### src/rtl/board_pkg.sv
// Shared board geometry and helpers for the board state latch.
package board_pkg;

    localparam int unsigned NUM_CELLS = 9;
    localparam int unsigned CELL_W    = 4;
    localparam logic [CELL_W-1:0] CELL_NONE = 4'd0;

    // Cell number 1..NUM_CELLS of the single set bit, CELL_NONE if not one-hot.
    function automatic logic [CELL_W-1:0] onehot_index(input logic [NUM_CELLS-1:0] v);
        logic [CELL_W-1:0] idx;
        int unsigned       ones;
        idx  = CELL_NONE;
        ones = 0;
        for (int i = 0; i < NUM_CELLS; i++) begin
            if (v[i]) begin
                ones = ones + 1;
                idx  = CELL_W'(i + 1);
            end
        end
        return (ones == 1) ? idx : CELL_NONE;
    endfunction

endpackage

### src/rtl/vsync_tick.sv
// Synchronises the LCD frame sync and turns its rising edge into a one-cycle frame tick.
module vsync_tick (
    input  logic clk,
    input  logic rst,
    input  logic enable,
    input  logic vsync,
    output logic tick
);

    // sync[1:0] is the two-flop synchroniser, sync[2] holds the previous synchronised level
    logic [2:0] sync;

    always_ff @(posedge clk) begin
        if (rst) begin
            sync <= 3'b000;
            tick <= 1'b0;
        end else begin
            sync <= {sync[1:0], vsync};
            tick <= enable & sync[1] & ~sync[2];
        end
    end

endmodule

### src/rtl/board_state_latch.sv
// Debounces per-cell occupancy across frames, commits a stable board image and
// reports each newly placed piece as a single-cell move over valid/ready.
module board_state_latch
    import board_pkg::*;
#(
    parameter int unsigned STABLE_FRAMES = 4,
    parameter int unsigned CNT_W         = 4
) (
    input  logic                 sys_clk,
    input  logic                 sys_rst,
    input  logic                 sys_init_done,
    input  logic                 out_vsync,
    input  logic [NUM_CELLS-1:0] full_detect,
    input  logic                 board_clear,
    output logic [NUM_CELLS-1:0] full_store,
    output logic                 move_valid,
    output logic [CELL_W-1:0]    move_cell,
    input  logic                 move_ready,
    output logic                 board_err
);

    localparam logic [CNT_W-1:0] CNT_MAX = CNT_W'(STABLE_FRAMES);

    logic                 frame_tick;
    logic                 eval_pending;
    logic [NUM_CELLS-1:0] prev_sample;
    logic [CNT_W-1:0]     stable_cnt;

    logic                 eval_pending_d;
    logic [NUM_CELLS-1:0] prev_sample_d;
    logic [CNT_W-1:0]     stable_cnt_d;
    logic [NUM_CELLS-1:0] full_store_d;
    logic                 move_valid_d;
    logic [CELL_W-1:0]    move_cell_d;
    logic                 board_err_d;

    logic [NUM_CELLS-1:0] diff_c;
    logic [CELL_W-1:0]    diff_cell_c;
    logic                 piece_added_c;
    logic                 commit_c;

    vsync_tick u_vsync_tick (
        .clk    (sys_clk),
        .rst    (sys_rst),
        .enable (sys_init_done),
        .vsync  (out_vsync),
        .tick   (frame_tick)
    );

    // A single new bit that is present in the sample is a legal placement.
    assign diff_c        = prev_sample ^ full_store;
    assign diff_cell_c   = onehot_index(diff_c);
    assign piece_added_c = (diff_cell_c != CELL_NONE) && ((diff_c & prev_sample) == diff_c);
    assign commit_c      = eval_pending && (stable_cnt == CNT_MAX) &&
                           (prev_sample != full_store) && !move_valid;

    // Next-state: sampling, commit, handshake, then board_clear overriding all.
    always_comb begin
        eval_pending_d = frame_tick;
        prev_sample_d  = prev_sample;
        stable_cnt_d   = stable_cnt;
        full_store_d   = full_store;
        move_valid_d   = move_valid;
        move_cell_d    = move_cell;
        board_err_d    = board_err;

        if (frame_tick) begin
            if (full_detect == prev_sample) begin
                if (stable_cnt < CNT_MAX) begin
                    stable_cnt_d = stable_cnt + CNT_W'(1);
                end
            end else begin
                prev_sample_d = full_detect;
                stable_cnt_d  = CNT_W'(1);
            end
        end

        if (commit_c) begin
            if (piece_added_c) begin
                full_store_d = prev_sample;
                move_valid_d = 1'b1;
                move_cell_d  = diff_cell_c;
            end else begin
                board_err_d = 1'b1;
            end
        end

        if (move_valid && move_ready) begin
            move_valid_d = 1'b0;
            move_cell_d  = CELL_NONE;
        end

        if (board_clear) begin
            eval_pending_d = 1'b0;
            prev_sample_d  = '0;
            stable_cnt_d   = '0;
            full_store_d   = '0;
            move_valid_d   = 1'b0;
            move_cell_d    = CELL_NONE;
            board_err_d    = 1'b0;
        end
    end

    always_ff @(posedge sys_clk) begin
        if (sys_rst) begin
            eval_pending <= 1'b0;
            prev_sample  <= '0;
            stable_cnt   <= '0;
            full_store   <= '0;
            move_valid   <= 1'b0;
            move_cell    <= CELL_NONE;
            board_err    <= 1'b0;
        end else begin
            eval_pending <= eval_pending_d;
            prev_sample  <= prev_sample_d;
            stable_cnt   <= stable_cnt_d;
            full_store   <= full_store_d;
            move_valid   <= move_valid_d;
            move_cell    <= move_cell_d;
            board_err    <= board_err_d;
        end
    end

endmodule

### config.mk
export PLATFORM = sky130hd
export DESIGN_NAME = board_state_latch
export DESIGN_NICKNAME = d
export VERILOG_FILES = /design/src/rtl/board_pkg.sv /design/src/rtl/vsync_tick.sv /design/src/rtl/board_state_latch.sv
export SDC_FILE = /design/constraint.sdc
export NUM_CORES = 1
export LEC_CHECK = 0
export CAP_MARGIN = 30
export CORE_AREA = 2 2 67 85
export CTS_BUF_LIST = sky130_fd_sc_hd__clkbuf_8
export DETAILED_ROUTE_END_ITERATION = 10
export DIE_AREA = 0 0 69 87
export PLACE_DENSITY = 0.65
export SLEW_MARGIN = 20
export SYNTH_ARGS = -nofsm -noshare
export SYNTH_HDL_FRONTEND = slang
export SYNTH_HIERARCHICAL = 1
export SYNTH_SLANG_ARGS = --single-unit
### constraint.sdc
create_clock -name sys_clk -period 8.95 [get_ports sys_clk]
set_clock_uncertainty 0.15 [all_clocks]
set_input_delay 1.79 -clock sys_clk [delete_from_list [all_inputs] [get_ports sys_clk]]
set_output_delay 1.79 -clock sys_clk [all_outputs]
set_load 0.1 [all_outputs]
* Word level (Yosys, flattened, before mapping)
Cells that the tools add are included.
** Storage, ports and cells
- Register bits after elaboration :: 33
- Word-level logic and storage cells :: 66
** Operators by class
- Add/subtract/negate cells :: 9
- Reductions and logical operators :: 13
- Eq/ne operators :: 6
- Magnitude comparators :: 1
- Bitwise operators :: 7
- Multiplexer cells :: 21
** Operators by type and width (number)
- 32-bit by 1-bit adder with 32-bit output, second input constant :: 8
- 32-bit 2-to-1 mux :: 8
- 4-bit 2-to-1 mux :: 11
- 32-bit by 1-bit equality test with 1-bit output, second input constant :: 1
- 9-bit equality test :: 2
- 9-bit bitwise AND :: 1
- 9-bit != test :: 1
- 9-bit XOR :: 1
- 2-bit AND reduction :: 4
- 1-bit logical AND :: 5
- 4-bit by 1-bit adder with 4-bit output, second input constant :: 1
- 4-bit by 3-bit equality test with 1-bit output, second input constant :: 1
- 4-bit by 3-bit < comparator with 1-bit output, second input constant :: 1
- 4-bit nonzero test :: 1
- 1-bit NOT :: 3
- 3-bit OR reduction :: 1
- 1-bit bitwise AND :: 2
- 1-bit 2-to-1 mux :: 2
- 2-bit by 1-bit != test with 1-bit output, second input constant :: 1
- 2-bit OR reduction :: 1
- 1-bit zero test :: 1

* Logic depth before layout (Yosys ltp)
- Depth in word-level cells :: 24
- Depth in mapped cells :: 29
- Depth with buffers taken out :: 28

* By module
Netlist, hierarchy kept.
** Modules (own cells, without submodules)
- board_state_latch :: cells each 255, area each 2148.3 µm², seq. area each 580.6 µm², instances 1
- vsync_tick :: cells each 8, area each 118.9 µm², seq. area each 80.1 µm², instances 1

* Worst setup path after synthesis
Ideal clock, no wire load.
- Path type :: flip-flop to flip-flop
- Start point :: reg full_store[1]
- End point :: reg move_cell[2]
- Setup time :: 70 ps
- Cell stages (with the launch flop) :: 27
- Required time :: 8730 ps
- Arrival time :: 6126 ps
- Buffers on the path :: 0
- Setup slack :: 2604 ps
- Cell sequence :: dfxtp_1 > ha_1 > xnor3_2 > ha_1 > inv_1 > o21ai_0 > ha_1 > inv_1 > o221ai_1 > ha_1 > mux2_2 > ha_1 > inv_1 > o21ai_0 > a31oi_1 > inv_1 > ha_1 > nor2_1 > a21oi_1 > ha_1 > nor2_1 > a21oi_1 > a31o_2 > mux2i_1 > o2111ai_2 > or4_1 > a21oi_1
** On the way
- Longest elaborated chain between the ends :: 21
- Elaborated cells on any way between the ends :: 34
** RTL lines
- start, declared :: RTL line board_state_latch.sv:15 : output logic [NUM_CELLS-1:0] full_store,
- start signal, assigned :: RTL line board_state_latch.sv:117 : full_store <= full_store_d;
- 9-bit XOR :: RTL line board_state_latch.sv:51 : assign diff_c = prev_sample ^ full_store;
- 32-bit 2-to-1 mux :: RTL line board_pkg.sv:15 : if (v[i]) begin
- 32-bit by 1-bit adder with 32-bit output :: RTL line board_pkg.sv:16 : ones = ones + 1;
- 32-bit 2-to-1 mux :: RTL line board_pkg.sv:15
- 32-bit by 1-bit adder with 32-bit output :: RTL line board_pkg.sv:16
- 32-bit 2-to-1 mux :: RTL line board_pkg.sv:15
- 32-bit by 1-bit adder with 32-bit output :: RTL line board_pkg.sv:16
- 32-bit 2-to-1 mux :: RTL line board_pkg.sv:15
- (+5 left out)
- 32-bit 2-to-1 mux :: RTL line board_pkg.sv:15
- 32-bit by 1-bit adder with 32-bit output :: RTL line board_pkg.sv:16
- 32-bit 2-to-1 mux :: RTL line board_pkg.sv:15
- 32-bit by 1-bit equality test with 1-bit output :: RTL line board_pkg.sv:20 : return (ones == 1) ? idx : CELL_NONE;
- 4-bit 2-to-1 mux :: RTL line board_pkg.sv:20
- 4-bit nonzero test :: RTL line board_state_latch.sv:53 : assign piece_added_c = (diff_cell_c != CELL_NONE) && ((diff_c & prev_sample) == diff_c);
- 1-bit logical AND :: RTL line board_state_latch.sv:53
- 2-bit AND reduction (no source line)
- end signal, assigned :: RTL line board_state_latch.sv:119 : move_cell <= move_cell_d;
- end, declared :: RTL line board_state_latch.sv:17 : output logic [CELL_W-1:0] move_cell,
Parallel ways exist; a longest one is shown, timed or not.
A chain may end at the register's enable or synchronous reset.

* Worst setup path in the final report
- Start point :: reg prev_sample[1]
- End point :: reg move_cell[2]
** On the way
- Longest elaborated chain between the ends :: 21
- Elaborated cells on any way between the ends :: 34
** RTL lines
- start, declared :: RTL line board_state_latch.sv:26 : logic [NUM_CELLS-1:0] prev_sample;
- start signal, assigned :: RTL line board_state_latch.sv:115 : prev_sample <= prev_sample_d;
- 9-bit XOR :: RTL line board_state_latch.sv:51
- 32-bit 2-to-1 mux :: RTL line board_pkg.sv:15
- 32-bit by 1-bit adder with 32-bit output :: RTL line board_pkg.sv:16
- 32-bit 2-to-1 mux :: RTL line board_pkg.sv:15
- 32-bit by 1-bit adder with 32-bit output :: RTL line board_pkg.sv:16
- 32-bit 2-to-1 mux :: RTL line board_pkg.sv:15
- 32-bit by 1-bit adder with 32-bit output :: RTL line board_pkg.sv:16
- 32-bit 2-to-1 mux :: RTL line board_pkg.sv:15
- (+5 left out)
- 32-bit 2-to-1 mux :: RTL line board_pkg.sv:15
- 32-bit by 1-bit adder with 32-bit output :: RTL line board_pkg.sv:16
- 32-bit 2-to-1 mux :: RTL line board_pkg.sv:15
- 32-bit by 1-bit equality test with 1-bit output :: RTL line board_pkg.sv:20
- 4-bit 2-to-1 mux :: RTL line board_pkg.sv:20
- 4-bit nonzero test :: RTL line board_state_latch.sv:53
- 1-bit logical AND :: RTL line board_state_latch.sv:53
- 2-bit AND reduction (no source line)
Parallel ways exist; a longest one is shown, timed or not.

==> flow_summary.ini <==
[status]
outcome = complete, no violations

[drt]
dr_total_vias = 1899
drt-initial-drc-count = 95
drt_wl_total_um = 4940
wl_per_cell_um = 14.0
dr.pass1.iters = 4
ant_nets = 0
viasPerCell = 5.38
drc = 0

[synthesis]
async_reset_ff_share_pct = 0
synth-compound-area-share_pct = 17.5
netlist_area_um2 = 2270
synthCells = 263
synthDominantCellAreaShare_pct = 29.1
synth_nets = 295
synthTopCellsByCount = 33 x dfxtp_1, 25 x nor2_1, 22 x inv_1
synthSimpleGateAreaFrac_pct = 19.8
yosys.area.top_type = dfxtp_1
ys_warn_count = 6
yosysMostFrequentCell = dfxtp_1
ys.flop_type = dfxtp_1
ys_ff_latch = 33
synth.distinct_cells = 53
syn_avg_cell_area_um2 = 8.62
synth_edf_count = 0
synth_top_family_by_area = simple AND/OR/NAND/NOR gates
synthMuxAreaShare_pct = 4.91
synthAdderAreaFrac_pct = 9.82
synth_xor_area_share_pct = 13.0
yosysSeqAreaShare_pct = 29.1
synth_area_leaders = dfxtp_1 29%, ha_1 9.4%, mux2i_1 4.4%

[sta]
tightest_slew_ns = 0.976
fin_crit_sh_pct = 72.7
worst_slack_ns = 2.44
drv_slew = 0
rsz0062_at_grt = no
fin_setup_tns_ns = 0
fmax_ghz = 0.154
final_hold_viol_count = 0
setup_viol = 0
period_needed_ns = 6.51
slew_headroom_pct = 34.7

[cts]
cts_tree = done
htreeDepth = 2
clk_pin_slew_ns = 0.07
cts_buffer_depth = 2
post_cts_resized = 0
post_cts_buffers = 0
hold_buffers = 0
cts-buffers-inserted = 5
clock_latency_ns = 0.28
clock_sinks = 33
clk_root_buffer_cell = clkbuf_8

[final_layout]
nets = 320
postLayoutCoreUtil_pct = 51.3
syn2layout_area_growth_pct = 19.0
antenna_cells = 0
regArea_um2 = 661
multiInputGateArea_um2 = 1480
final_layout_size_suffix_gt1_share_pct = 9.00
fillers = 520

[power]
p_sw_mw = 0.0635
powerDensity_nw_per_um2 = 108
comb_power_share_pct = 6.6
sequentialPowerShare_pct = 51.1
p_int_mw = 0.227
clkPwrFrac_pct = 42.3
vdd_ir_drop_max_mv = 0.128
switching_share_pct = 21.8
p_leak_nw = 1.07

[placement]
dp.final_hpwl_um = 3910
place_worst_setup_slack_ns = 2.52
numPortBuffers = 29
routabilityCongestion = 0.814

[global_routing]
grt_pass1_wl_um = 8450
antenna_found_initial = 0
grt_use_total_pct = 17.1
grt_pass1_vias = 1909
grt-ovfl-total = 0
grt_max_degree = 21

[die]
core_area_um2 = 5260
die_h_um = 87
die_area_um2 = 6000
rows = 30
ios = 30
start_util_pct = 43.1
fp.dieW_um = 69

[min_path]
hp-class = flip-flop to flip-flop

[critical_path]
crit_fanout = 14
required_ns = 9.02
worstSetupPathType = flip-flop to flip-flop
critPathCaptureType = flip-flop
start_kind = flip-flop
crit_arrival_ns = 6.57

[run]
cap_violations = 0
[cell families after synthesis]
group	Yosys count
buf+inv	34
simple gates	86
fa+ha+maj	18
mux	11
flops	33
xor+xnor	23
compound gates	58
[through the flow]
stage	hold slack, ns	total power [mW]	instances	instance area (um2)
floorplan	0.278	0.162	263	2270
global placement	0.297	0.171	344	2590
detailed placement	0.293	0.171	345	2600
CTS	0.305	0.294	353	2700
global route	0.317	0.301	353	2700
finish	0.301	0.291	353	2700
[placed cells by master, fill, tap and decap left out, types with 2 or more instances in the layout]
master,n
nand3_1,14
nor3_1,3
xnor3_1,3
clkdlybuf4s50_1,29
nor2b_1,4
xnor3_2,2
nor3b_1,2
clkbuf_8,7
a21oi_1,18
nand2_1,14
inv_1,22
nand4_1,3
a31o_2,2
nor4_1,3
a211oi_1,2
dfxtp_1,33
xnor2_1,7
mux2i_1,10
nand3b_1,4
and2_1,2
nand2b_1,3
a31oi_1,4
ha_1,17
o21ai_0,16
nor2_1,25
xor2_1,9
and2b_2,3
or2_2,2
[worst max-delay path: stages, from the launching register on]
cell and delay, ns:
dfxtp_1 0.39, inv_1 0.06, ha_1 0.37, xnor3_2 0.55, ha_1 0.37, inv_1 0.08
o21ai_0 0.08, ha_1 0.31, inv_1 0.05, o221ai_1 0.32, ha_1 0.33, mux2_2 0.27
ha_1 0.28, inv_1 0.05, o21ai_0 0.06, a31oi_1 0.24, inv_1 0.07, ha_1 0.29
nor2_1 0.10, a21oi_1 0.05, ha_1 0.32, nor2_1 0.11, a21oi_1 0.08, a31o_2 0.22
mux2i_1 0.20, o2111ai_2 0.37, or4_1 0.53, a21oi_1 0.14
[cell type report]
cell class	count	share of cell area, %
inverter	22	3.06
sequential	33	24.5
multi-input combinational	196	54.7
clock buffer	7	3.57
tap	64	2.97
timing repair buffer	30	11.0
clock inverter	1	0.186
[power by group through the flow]
stage | Sequential (mW) | Clock, mW | Combinational (mW)
CTS | 0.148 | 0.126 | 0.0194
global placement | 0.152 | 0 | 0.0192
finish | 0.148 | 0.123 | 0.0193
floorplan | 0.151 | 0 | 0.0104
detailed placement | 0.152 | 0 | 0.0194
global route | 0.148 | 0.132 | 0.0212
[sequential cells by signal (all words and copies together), names as in the netlist]
| signal | cells |
|---|---|
| eval_pending | 1 |
| u_vsync_tick/sync | 3 |
| stable_cnt | 4 |
| move_valid | 1 |
| move_cell | 4 |
| u_vsync_tick/tick | 1 |
| board_err | 1 |
| prev_sample | 9 |
| full_store | 9 |
[routing by layer]
layer | wire length, um | track usage [%] | up-vias
met2 | 2530 | 31.2 | 39
met5 | 0 | 0 | -
met3 | 127 | 1.74 | 7
li1 | - | - | 971
met1 | 2210 | 21.0 | 882
met4 | 82 | 5.70 | 0
[final timing paths]
check | startpoint | endpoint | slack (ns) | cells past startpoint
worst max register to register | prev_sample[1] | move_cell[2] | 2.44 | 27
worst min register to register | u_vsync_tick/sync[0] | u_vsync_tick/sync[1] | 0.30 | 1
worst max-delay path | prev_sample[1] | move_cell[2] | 2.44 | 27
worst min-delay path | u_vsync_tick/sync[0] | u_vsync_tick/sync[1] | 0.30 | 1
Note: power is estimated with default switching activity, not from simulation.
